File: src/rtl/twisted_ring_ctr.sv
// rtl/twisted_ring_ctr.sv - Johnson / one-hot ring counter with self-correction
//
// Purpose: WIDTH-bit shift counter. It runs either as a twisted ring (Johnson,
// 2*WIDTH states) or as a one-hot ring (WIDTH states) and can step in either
// direction. When enabled from an illegal state it returns to the home state.
//
// Ports:
//   Clk      in   rising-edge clock
//   Reset    in   synchronous active-high reset, loads the current Mode's home state
//   En       in   step enable
//   Mode     in   0 = Johnson, 1 = one-hot ring
//   Dir      in   0 = shift toward MSB, 1 = shift toward LSB
//   Load     in   synchronous parallel load of LoadVal, written unchanged
//   LoadVal  in   parallel load value
//   Q        out  registered counter state
//   Phase    out  combinational index of Q in the current sequence (0 if illegal)
//   Illegal  out  combinational, Q is not a state of the current sequence
//   Wrap     out  registered one-cycle pulse after a step that wraps the sequence
module twisted_ring_ctr #(
   parameter  int WIDTH = 5,
   localparam int PW    = $clog2(2*WIDTH)
) (
   input  logic             Clk,
   input  logic             Reset,
   input  logic             En,
   input  logic             Mode,
   input  logic             Dir,
   input  logic             Load,
   input  logic [WIDTH-1:0] LoadVal,
   output logic [WIDTH-1:0] Q,
   output logic [PW-1:0]    Phase,
   output logic             Illegal,
   output logic             Wrap
);

   localparam logic [WIDTH-1:0] ONE    = WIDTH'(1);
   localparam logic [PW:0]      J_SPAN = (PW+1)'(2*WIDTH);
   localparam logic [PW:0]      J_LAST = (PW+1)'(2*WIDTH-1);
   localparam logic [PW:0]      R_LAST = (PW+1)'(WIDTH-1);

   logic [WIDTH-1:0] q_inv;
   logic [PW:0]      ones;
   logic [PW:0]      ring_idx;
   logic             j_legal;
   logic             r_legal;
   logic [PW:0]      phase_w;
   logic [WIDTH-1:0] home;
   logic [WIDTH-1:0] step_val;
   logic             at_wrap;

   assign q_inv = ~Q;

   // Popcount, and the position of the set bit (meaningful only when one-hot).
   always_comb begin
      ones     = '0;
      ring_idx = '0;
      for (int i = 0; i < WIDTH; i++) begin
         ones = ones + {{PW{1'b0}}, Q[i]};
         if (Q[i]) ring_idx = (PW+1)'(i);
      end
   end

   // Johnson legal: zero, a run of ones from bit 0 (x & (x+1) == 0), or a run of
   // ones from the MSB (the complement is a run from bit 0).
   assign j_legal = (Q == '0)
                  | (Q[0]       & ((Q & (Q + ONE)) == '0))
                  | (Q[WIDTH-1] & ((q_inv & (q_inv + ONE)) == '0));
   assign r_legal = (Q != '0) & ((Q & (Q - ONE)) == '0);

   assign Illegal = Mode ? ~r_legal : ~j_legal;

   // Johnson fill phase counts the ones; the drain phase counts down from 2*WIDTH.
   always_comb begin
      phase_w = '0;
      if (Illegal)
         phase_w = '0;
      else if (Mode)
         phase_w = ring_idx;
      else if (Q[0] || (Q == '0))
         phase_w = ones;
      else
         phase_w = J_SPAN - ones;
   end

   assign Phase = phase_w[PW-1:0];

   assign home = Mode ? ONE : '0;

   always_comb begin
      step_val = Q;
      case ({Mode, Dir})
         2'b00:   step_val = {Q[WIDTH-2:0], ~Q[WIDTH-1]};
         2'b01:   step_val = {~Q[0], Q[WIDTH-1:1]};
         2'b10:   step_val = {Q[WIDTH-2:0], Q[WIDTH-1]};
         default: step_val = {Q[0], Q[WIDTH-1:1]};
      endcase
   end

   assign at_wrap = Dir ? (phase_w == '0) : (phase_w == (Mode ? R_LAST : J_LAST));

   always_ff @(posedge Clk) begin
      if (Reset) begin
         Q    <= home;
         Wrap <= 1'b0;
      end else if (Load) begin
         Q    <= LoadVal;
         Wrap <= 1'b0;
      end else if (En && Illegal) begin
         Q    <= home;
         Wrap <= 1'b0;
      end else if (En) begin
         Q    <= step_val;
         Wrap <= at_wrap;
      end else begin
         Wrap <= 1'b0;
      end
   end

endmodule

File: config.mk
export PLATFORM = sky130hd
export DESIGN_NAME = twisted_ring_ctr
export DESIGN_NICKNAME = d
export VERILOG_FILES = /design/src/rtl/twisted_ring_ctr.sv
export SDC_FILE = /design/constraint.sdc
export NUM_CORES = 1
export LEC_CHECK = 0
export CELL_PAD_IN_SITES_DETAIL_PLACEMENT = 0
export CELL_PAD_IN_SITES_GLOBAL_PLACEMENT = 1
export CORE_ASPECT_RATIO = 1.25
export CORE_MARGIN = 2
export CORE_UTILIZATION = 35
export CTS_CLUSTER_SIZE = 16
export DETAILED_ROUTE_END_ITERATION = 12
export GPL_ROUTABILITY_DRIVEN = 0
export GPL_TIMING_DRIVEN = 0
export PLACE_DENSITY_LB_ADDON = 0.1
export RECOVER_POWER = 25
export SYNTH_ARGS = -nofsm -noshare
export SYNTH_HDL_FRONTEND = slang
export SYNTH_SLANG_ARGS = --single-unit
export TNS_END_PERCENT = 10
File: constraint.sdc
create_clock -name Clk -period 4 [get_ports Clk]
set_input_delay 0.8 -clock Clk [delete_from_list [all_inputs] [get_ports Clk]]
set_output_delay 0.8 -clock Clk [all_outputs]
set_load 0.02 [all_outputs]
# After elaboration in Yosys (flattened, before gate mapping)
# Index checks and enable logic that the tools add are counted.
# W data, S select, Z words.
classes:
  add_sub_neg: 8
  n_eq_ne: 3
  n_mux: 16
  bitwise: 14
  n_reduce_logical: 11
ops:
  columns: ["operator", "n"]
  rows:
  - ["$mux W5", 10]
  - ["$logic_not A5 Y1", 5]
  - ["$and A5 B5 Y5", 3]
  - ["$pmux W5 S3", 1]
  - ["$add A5 B1 Y5 const B", 2]
  - ["$add A4 B1 Y5", 1]
  - ["$eq A5 B4 Y1", 1]
  - ["$not A1 Y1", 5]
  - ["$not A5 Y5", 1]
  - ["$reduce_bool A5 Y1", 1]
  - ["$sub A4 B5 Y5 const A", 1]
  - ["$sub A5 B1 Y5 const B", 1]
  - ["$add A3 B1 Y4", 1]
  - ["$mux W1", 4]
  - ["$mux W4", 1]
  - ["$reduce_bool A4 Y1", 1]
  - ["$reduce_or A4 Y1", 1]
  - ["$add A2 B1 Y3", 1]
  - ["$and A1 B1 Y1", 3]
  - ["$add A1 B1 Y2", 1]
  - ["$eq A2 B1 Y1 const B", 1]
  - ["$eq A2 B2 Y1 const B", 1]
  - ["$logic_not A2 Y1", 1]
  - ["$or A1 B1 Y1", 2]
  - ["2 further kinds", 2]
word_totals:
  ff_bits: 6
  input_bits: 11
  wordCells: 54

# Logic depth before layout (Yosys ltp)
depth:
  depth_word: 12
  depth_mapped: 9

# Least setup slack after synthesis
# OpenSTA, ideal clock, no wires.
synth_path:
  path_type: "reg-to-output"
  start: "reg Q[0]"
  end: "out Phase[1]"
  arrival_ns: 2.781
  required_ns: 3.200
  path_slack_ns: 0.419
  path_stages_with_launch: 8
  cell_sequence: "edfxtp_1 -> fa_1 -> inv_1 -> fa_1 -> fa_1 -> mux2i_1 -> o21ai_0 -> nor2b_1"
synth_via:
  elab_chain_cells: 9
  word_cells_on_any_way: 29
  classes_between: "8 x add/sub; 4 x mux; 11 x bitwise; 6 x reduce/logical"
synth_lines:
  columns: ["element", "line_no", "rtl"]
  rows:
  - ["from (decl)", "30", "output logic [WIDTH-1:0] Q,"]
  - ["from (signal assigned)", "103", "Q <= home;"]
  - ["from (signal assigned)", "106", "Q <= LoadVal;"]
  - ["from (signal assigned)", "109", "Q <= home;"]
  - ["branches (longest 8 deep; another with $add A4 B1 Y5)", null, null]
  - ["$mux W5 (*)", "75", "if (Illegal)"]
  - ["to (decl)", "31", "output logic [PW-1:0] Phase,"]
# Every way passes the cells marked *.

# Worst setup path in the final report
layout_path:
  start: "reg Q[0]"
  end: "out Phase[2]"
# Same word-level chain as after synthesis.

==> results.sh <==
export IMPL_status="finished clean"
export IMPL_grt_use_total_pct=17.4
export IMPL_core_area_um2=2230
export IMPL_dpl_cell_count=153
export IMPL_dpl_worst_slack_ps=-70.2
export IMPL_drtIter0Drc=6
export IMPL_power_leakage_nw=0.440
export IMPL_maxCapViolations=0
export IMPL_end_kind="output port"
export IMPL_cp_cell_sequence="fa_1, inv_1, fa_1, fa_1, nand2_1, nand2_1, a21oi_1, clkdlybuf4s50_1"
export IMPL_period_share_pct=96.9
export IMPL_grt_max_degree=11
export IMPL_clock_latency_ps=250
export IMPL_power_density_nw_per_um2=325
export IMPL_ir_drop_uv=249
export IMPL_max_clock_path_buffers=2
export IMPL_syn_inst=101
export IMPL_slowest_delay_ps=620
export IMPL_start_kind="flop"
export IMPL_hold_end="Q[1]"
export IMPL_first_pass_iters=4
export IMPL_num_rows=19
export IMPL_grt_pass1_wl_um=3450
export IMPL_slowest_stage="clkdlybuf4s50_1"
export IMPL_required_ps=3200
export IMPL_period_minus_slack_ps=3880
export IMPL_clock_fmax_mhz=258
export IMPL_hpwl_um=1650
export IMPL_setup_ws_ps=123
export IMPL_slew_headroom_pct=67.7
export IMPL_grt_overflow=0
export IMPL_yosysMostFrequentCell="nor2_1"
export IMPL_wire_per_inst_um=13.3
export IMPL_fp_dieH_um=58.6
export IMPL_synth_top_area_share_pct=18.0
export IMPL_cts_inserted_buffers=3
export IMPL_synth_commonest_cells="12 x nor2_1, 10 x nand2_1, 8 x inv_1"
export IMPL_cts_hold_buf=0
export IMPL_yosys_warnings=0
export IMPL_slew_violations=0
export IMPL_ys_seq_area_share_pct=20.4
export IMPL_final_cells=159
export IMPL_hold_class="flop to flop"
export IMPL_r2r_start="Q[0]"
export IMPL_postSynthAreaPerCell_um2=8.25
export IMPL_antenna_cells=0
export IMPL_rsz0062_at_grt="no"
export IMPL_reg2reg_depth=8
export IMPL_setup_violations=0
export IMPL_synth_edf_count=5
export IMPL_die_x_um=47.6
export IMPL_grt_pass1_vias=815
export IMPL_design_die_area_um2=2790
export IMPL_async_reset_ff_share_pct=0
export IMPL_port_buffer_count=21
export IMPL_tightest_slew_ps=485
export IMPL_pin_count=22
export IMPL_layout_area_overhead_vs_synth_pct=34.7
export IMPL_clock_skew_ps=0.538
export IMPL_holdPathStages=3
export IMPL_hp_start="Q[2]"
export IMPL_tritoncts="yes"
export IMPL_synthTopCellsByArea="edfxtp_1 18%, ha_1 7.5%, fa_1 7.2%, nor2_1 5.4%, a32o_1 4.8%"
export IMPL_synth_cell_types=42
export IMPL_clock_sinks=6
export IMPL_antenna_found_initial=0
export IMPL_cpMostUsedCell="fa_1"
export IMPL_path_clk_slew_ps=50
export IMPL_drive_gt1_share_pct=14.1
export IMPL_vias_per_cell=5.08
export IMPL_cts_root_buffer="clkbuf_4"
export IMPL_yosysTopAreaCell="edfxtp_1"
export IMPL_worst_hold_slack_ps=993
export IMPL_path_max_fanout=2
export IMPL_path_class="flop to output port"
export IMPL_r2r_slack_ps=1320
export IMPL_htree_levels=1
export IMPL_initial_core_util_pct=37.3
export IMPL_dr_total_vias=807
export IMPL_ys_flop_type="edfxtp_1"
export IMPL_detail_route_antenna_nets=0
export IMPL_p_total_uw=364
export IMPL_report_final_hold_viol_count=0
export IMPL_drc=0
export IMPL_syn_area_um2=833
export IMPL_arrival_ps=3080
export IMPL_final_nets=148
export IMPL_ys_ff_latch=6
export IMPL_r2r_end="Wrap"
export IMPL_tns_ps=0
export IMPL_synth_nets=120
export IMPL_drt_total_wl_um=2110
[registers in the layout (all words and copies together), names as in the netlist]
| signal | flops |
|---|---|
| Wrap | 1 |
| Q | 5 |
[final cells by class]
type,instances,area [um^2]
Fill cell,245,1110
Multi-Input combinational cell,82,613
Timing Repair Buffer,23,224
Sequential cell,6,170
Tap cell,31,38.8
Inverter,9,33.8
Clock buffer,4,26.3
Buffer,4,16.3
[logic make-up after synthesis]
family / share of synthesized area (%)
buf+inv: 6.01
compound gates: 22.5
simple gates: 30.5
xor+xnor: 2.10
fa+ha+maj: 14.7
mux: 3.75
flops: 20.4
[power by group]
| group | switching (mW) | internal (mW) |
|---|---|---|
| Sequential | 0.00798 | 0.0750 |
| Clock | 0.0240 | 0.0379 |
| Combinational | 0.123 | 0.0961 |
| Total | 0.155 | 0.209 |
[placed cells by master, fill, tap and decap left out, drive strengths merged, types with 5 or more instances in the layout]
cell type,n
inv,9
clkdlybuf4s50,19
o21ai,5
nand2,11
clkbuf,6
nor2,12
ha,5
a21oi,5
edfxtp,5
[worst max path at each step]
stage,from,end,slack (ps),depth (start not counted)
after floorplan,Q[0],Phase[1],420,7
after global placement,Q[0],Phase[1],-80,8
after detailed placement,Q[0],Phase[1],-70,8
after CTS,Q[0],Phase[2],100,8
after global routing,Q[0],Phase[2],20,8
final,Q[0],Phase[2],120,8
[routing by layer]
layer	share of wire (%)	wire length (um)	global-route usage (%)	vias to the layer above
met1	44	930	20.3	370
met2	52	1100	30.3	13
li1	-	-	-	420
met3	2.0	42	1.23	4
met5	0	0	0	-
met4	1.7	35	9.27	0
[through the flow]
stage / cell area (um^2) / util (%)
finish: 1120 / 50.2
global route: 1120 / 50.2
CTS: 1120 / 50.2
floorplan: 833 / -
detailed placement: 1080 / 48.4
global placement: 1080 / 48.4
[worst max-delay path: cells and delay by family (launching register included)]
| kind | cells | cell delay [ps] |
|---|---|---|
| adders and majority gates | 3 | 1430 |
| buffers and inverters | 2 | 670 |
| DFF | 1 | 430 |
| AOI/OAI and AO/OA | 1 | 150 |
| and+or+nand+nor | 2 | 140 |
[what timing repair did]
action,CTS,global route
resized for setup,2,0
setup buffers,2,0
setup endpoints to repair,2,0
endpoints found under the hold margin,0,0
(Power assumes the default switching activity.)
==> patch 1: new RTL, same flow settings <==
`WIDTH`: 5 -> 10.
--- a/src/rtl/twisted_ring_ctr.sv
+++ b/src/rtl/twisted_ring_ctr.sv
@@ -18,5 +18,5 @@
 //   Wrap     out  registered one-cycle pulse after a step that wraps the sequence
 module twisted_ring_ctr #(
-   parameter  int WIDTH = 5,
+   parameter  int WIDTH = 10,
    localparam int PW    = $clog2(2*WIDTH)
 ) (
Ports: changed (resized LoadVal, Phase and Q); port bits go from 22 to 33. The function was not compared with the original's and may differ.
==> patch 1 against the original RTL <==
The run now ends with negative setup slack left. Sequential cell count is 5 higher. Area after synthesis is 68% higher. Design area is 73% higher. Routed wire length is 96% higher. Setup slack worse by 0.82 ns. Cell count is 66% higher. Utilization is 0.69 points higher. Power is 110% higher. Maximum frequency is 17% lower. Critical path depth is 5 higher. Critical endpoint unchanged. Largest power group unchanged.
==> patch 1: results (changes against the original RTL) <==
{| class="wikitable"
! Metric !! Value
|-
| Avg Cell Area, Syn || 8.427 sq um (+2.1%)
|-
| Clock latency reported for the late side of the worst-skew pair || 0.23 ns (-0.02 ns)
|-
| Dpl hpwl || 3120 microns (+89%)
|-
| Worst setup timing slack at the placement stage || -1.268 ns (-1.198 ns)
|-
| Outcome || finished with violations
|-
| Net total in the final layout || 240 (+62%)
|-
| Comb power || 512 uW (+130%)
|-
| Length in cells of the worst reg-to-reg path || 16 (+8)
|-
| Post_cts resized || 34 (+32)
|-
| Worst endpoint data arrival time || 3.89 ns (+0.81 ns)
|-
| Synth area leaders || edfxtp_1, fa_1, mux2i_1
|-
| Failing checks || negative setup slack
|-
| CP max FO || 4 (+2)
|-
| Maximum vdd drop || 228.1 uV (-8.6%)
|-
| Instance area after placement || 1807 sq um (+67%)
|-
| Biggest cell delay along the critical path || 0.59 ns (-0.03 ns)
|-
| Met2 WL || 2055 microns (+86%)
|-
| Number of distinct library cells after synthesis || 53 (+26%)
|-
| Wire length the detailed router placed on met1 || 1734 microns (+86%)
|-
| GRT Util Overall || 0.2008 (+0.02641)
|-
| Length of routed met3 wiring || 185 microns (+340%)
|-
| # fillers || 385 (+57%)
|-
| Reg2reg start || Q[5]
|-
| Global routing met2 resource utilization || 0.3442 (+0.04111)
|-
| Cell at the root of the clock tree || clkbuf_8
|-
| Largest regs || Q x10, Wrap x1
|-
| Register cell area after layout || 320.3 sq um (+88%)
|-
| EDFF count, synth || 10 (+5)
|-
| Fraction of final layout cells with drive strength greater than 1 || 0.1810 (+0.04033)
|-
| PnR worst setup slack || -0.6923 ns (-0.8151 ns)
|-
| Setup violation total in the final timing report || 5 (+5)
|-
| Setup slack, reg-to-reg || -0.16 ns (-1.48 ns)
|-
| Top cell types by occurrence after synthesis || inv_1, o21ai_0, nor2_1, nand2_1, mux2i_1
|-
| Power per unit of standard cell area || 395.6 nW/um^2 (+22%)
|-
| Port Buffer Count || 32 (+52%)
|-
| Post-CTS setup repair buffer count || 6 (+4)
|-
| First-pass GRT wire length || 6858 microns (+99%)
|-
| Headroom to the max-slew limit || 0.5567 (-0.1201)
|-
| Maximum number of pins on one net before global-route repair || 11 (unchanged)
|-
| Initial DRT Pass Iterations || 6 (+2)
|-
| First-iteration detailed-routing DRC count || 76 (+70)
|-
| P_sw || 324.5 uW (+110%)
|-
| Nets in the synthesized netlist || 195 (+63%)
|-
| Post-detailed-routing wire length || 4130 microns (+96%)
|-
| Per-cell routed wire length || 15.64 microns (+18%)
|-
| Via count || 1467 (+82%)
|-
| Pleak || 0.0007931 uW (+80%)
|-
| Largest clock skew in the final design || 0.002096 ns (+0.001558 ns)
|-
| Slowest CP cell || fa_1
|-
| # placed instances || 252 (+65%)
|-
| Top Metal Used || met4
|-
| Proportion of synthesized chip area in sequential cells || 0.2290 (+0.02478)
|-
| Met3 Use GR || 0.01718 (+0.004912)
|-
| Fraction of met1 tracks used by global routing || 0.2548 (+0.05142)
|-
| Setup_tns || -2.785 ns (-2.785 ns)
|}
[patch 1: final cells by class]
class | instances | area share
buffer | 10 | 0.02962
clock buffer | 4 | 0.02318
inverter | 17 | 0.03413
multi-input combinational | 128 | 0.5203
sequential | 11 | 0.1648
tap | 54 | 0.03477
timing repair buffer | 40 | 0.1932
[patch 1: cell families after synthesis]
family	share of synthesized area
and+or+nand+nor	0.1959
muxes	0.08676
buffers and inverters	0.07959
adders and majority gates	0.1628
AOI/OAI and AO/OA	0.2209
DFF	0.2290
xor gates and xnor gates	0.02505
[patch 1: worst min path at each step]
stage | start | endpoint | slack, ns | cells after the start
after floorplan | Q[1] | Q[2] | 0.88 | 2
after global placement | Q[3] | Q[2] | 0.82 | 3
after detailed placement | Q[3] | Q[2] | 0.83 | 3
after CTS | Q[1] | Q[2] | 0.88 | 3
after global routing | Q[1] | Q[2] | 0.96 | 3
final | Q[1] | Q[2] | 0.88 | 3
==> patch 2: new RTL, same flow settings <==
Without the edit above. Put a register stage on the output `Phase`, without a reset. The value now appears one clock later. The other outputs are not delayed to match. Comments in the files are not updated.
--- a/src/rtl/twisted_ring_ctr.sv
+++ b/src/rtl/twisted_ring_ctr.sv
@@ -83,5 +83,7 @@
    end
 
-   assign Phase = phase_w[PW-1:0];
+   always_ff @(posedge Clk) begin
+      Phase <= phase_w[PW-1:0];
+   end
 
    assign home = Mode ? ONE : '0;
Function: changed (a bounded check fails within 4 cycles, from zero or initial values).
==> patch 2 against the original RTL <==
Power increased by 11%. Routed wire length up 3.5%. Sequential cell count increased by 4. Area after synthesis increased by 8.3%. Maximum frequency is 2.1% higher. Synthesized cell count shrank 2.0%. Worst hold slack got worse by 0.24 ns. Setup slack better by 0.081 ns. Cell count down 1.9%. Design area grew 4.2%. Largest power group unchanged.
==> patch 2: results (changes against the original RTL) <==
{| class="wikitable"
! Metric !! Value
|-
| Outcome || finished clean
|-
| Slowest CP cell || edfxtp_1
|-
| Cell family with the largest share of critical-path delay || simple AND/OR/NAND/NOR gates
|-
| Avg Cell Area, Syn || 9.112 sq um (+10%)
|-
| Port Buffer Count || 20 (-4.8%)
|-
| Nets in the synthesized netlist || 118 (-1.7%)
|-
| Yosys warning count || 0 (unchanged)
|-
| Dpl hpwl || 1656 microns (+0.15%)
|-
| H-tree Lvls || 1 (unchanged)
|-
| Vias per cell || 5.346 (+5.3%)
|-
| P_sw || 147.4 uW (-5.0%)
|-
| Post-synth top flop || edfxtp_1
|-
| Reg2reg start || Q[0]
|-
| Initial antenna violation count || 0 (unchanged)
|-
| Post-CTS setup repair buffer count || 0 (-2)
|-
| Maximum vdd drop || 251.3 uV (+0.74%)
|-
| # fillers || 272 (+11%)
|-
| Largest clock skew in the final design || 0.01307 ns (+0.01253 ns)
|-
| Hold Crit Depth || 3 (unchanged)
|-
| Clock transition at the register clock pins on the worst setup and hold paths after CTS || 0.07 ns (+0.02 ns)
|-
| Power per unit of standard cell area || 345.9 nW/um^2 (+6.6%)
|-
| Net total in the final layout || 143 (-3.4%)
|-
| Min-Delay Startpoint || Q[4]
|-
| Worst setup timing slack at the placement stage || 0.3638 ns (+0.4340 ns)
|-
| First-pass GRT wire length || 3691 microns (+7.0%)
|-
| Post_cts resized || 0 (-2)
|-
| Length of routed met3 wiring || 133 microns (+220%)
|-
| Reported sequential group power || 136 uW (+64%)
|-
| Vias in the first global route || 822 (+0.86%)
|-
| Part of the total power dissipated in the clock network || 0.175 (+0.005)
|-
| First-iteration detailed-routing DRC count || 15 (+9)
|-
| Pleak || 0.0004498 uW (+2.2%)
|-
| GRT Util Overall || 0.1632 (-0.01120)
|-
| Headroom to the max-slew limit || 0.7011 (+0.02435)
|-
| Final Non-Filler Cells || 156 (-1.9%)
|-
| # placed instances || 152 (-0.65%)
|-
| Synth area leaders || edfxtp_1, dfxtp_1, ha_1
|-
| Setup slack, reg-to-reg || 0.84 ns (-0.48 ns)
|-
| Fraction of final layout cells with drive strength greater than 1 || 0.1057 (-0.03493)
|-
| Wire length the detailed router placed on met1 || 923 microns (-0.75%)
|-
| Post-detailed-routing wire length || 2185 microns (+3.5%)
|-
| Top cell types by occurrence after synthesis || inv_1, nand2_1, o21ai_0, nor2_1
|-
| Sink of the worst hold path || Phase[2]
|-
| Maximum number of pins on one net before global-route repair || 13 (+2)
|-
| End of the worst register-to-register path || Wrap
|-
| Largest regs || Q x5, Phase x4, Wrap x1
|-
| CP max FO || 11 (+9)
|-
| Worst endpoint data arrival time || 3.00 ns (-0.08 ns)
|-
| Proportion of synthesized chip area in sequential cells || 0.2774 (+0.07319)
|}
==> patch 2: cell count changes after synthesis, sizes merged, moves of 2 or more <==
cell / change
a32o: -4
o211ai: +2
a31oi: -2
nor3: -2
nor3b: +2
dfxtp: +4
or4b: +2
nand3: -3
nor2: -6
o21ai: +3
a2111oi: -2
nand2: -2
a21oi: -2
==> patch 2: worst max path at each step <==
stage | slack [ns] | to | from
floorplan | 1.03 | Wrap | Q[0]
global placement | 0.37 | Illegal | Mode
detailed placement | 0.36 | Illegal | Mode
CTS | 0.20 | Illegal | Q[0]
global route | 0.05 | Illegal | Q[0]
finish | 0.20 | Illegal | Q[0]
==> patch 2: metal layers <==
layer / GRT usage / vias up
met5: 0 / -
met1: 0.1979 / 389
met4: 0.04365 / 0
met2: 0.2819 / 29
met3: 0.05419 / 2
li1: - / 414
==> patch 2: stage by stage <==
step           hold slack [ns]  instance area, sq um
2_1_floorplan           0.8083                 902.1
6_report                0.7479                  1170
3_5_place_dp            0.7252                  1144
5_1_grt                 0.8077                  1170
3_3_place_gp            0.7375                  1144
4_1_cts                 0.7551                  1170
==> patch 2: final cells by class <==
type                       instances  area [sq um]  area share
inverter                           9         33.78     0.02888
tap                               33         41.29     0.03529
sequential                        10         250.2      0.2139
multi-input combinational         75         578.1      0.4941
clock buffer                       4         26.28     0.02246
buffer                             5         40.04     0.03422
timing repair buffer              20         200.2      0.1711
==> patch 2: kinds of logic after synthesis <==
group	after synthesis	synth area share
buffers and inverters	14	0.08183
flip-flops	10	0.2774
adder cells (fa/ha/maj)	8	0.1359
AO/OA/AOI/OAI	25	0.1956
XOR/XNOR	3	0.02913
multiplexers	4	0.04577
AND/OR/NAND/NOR	35	0.2344
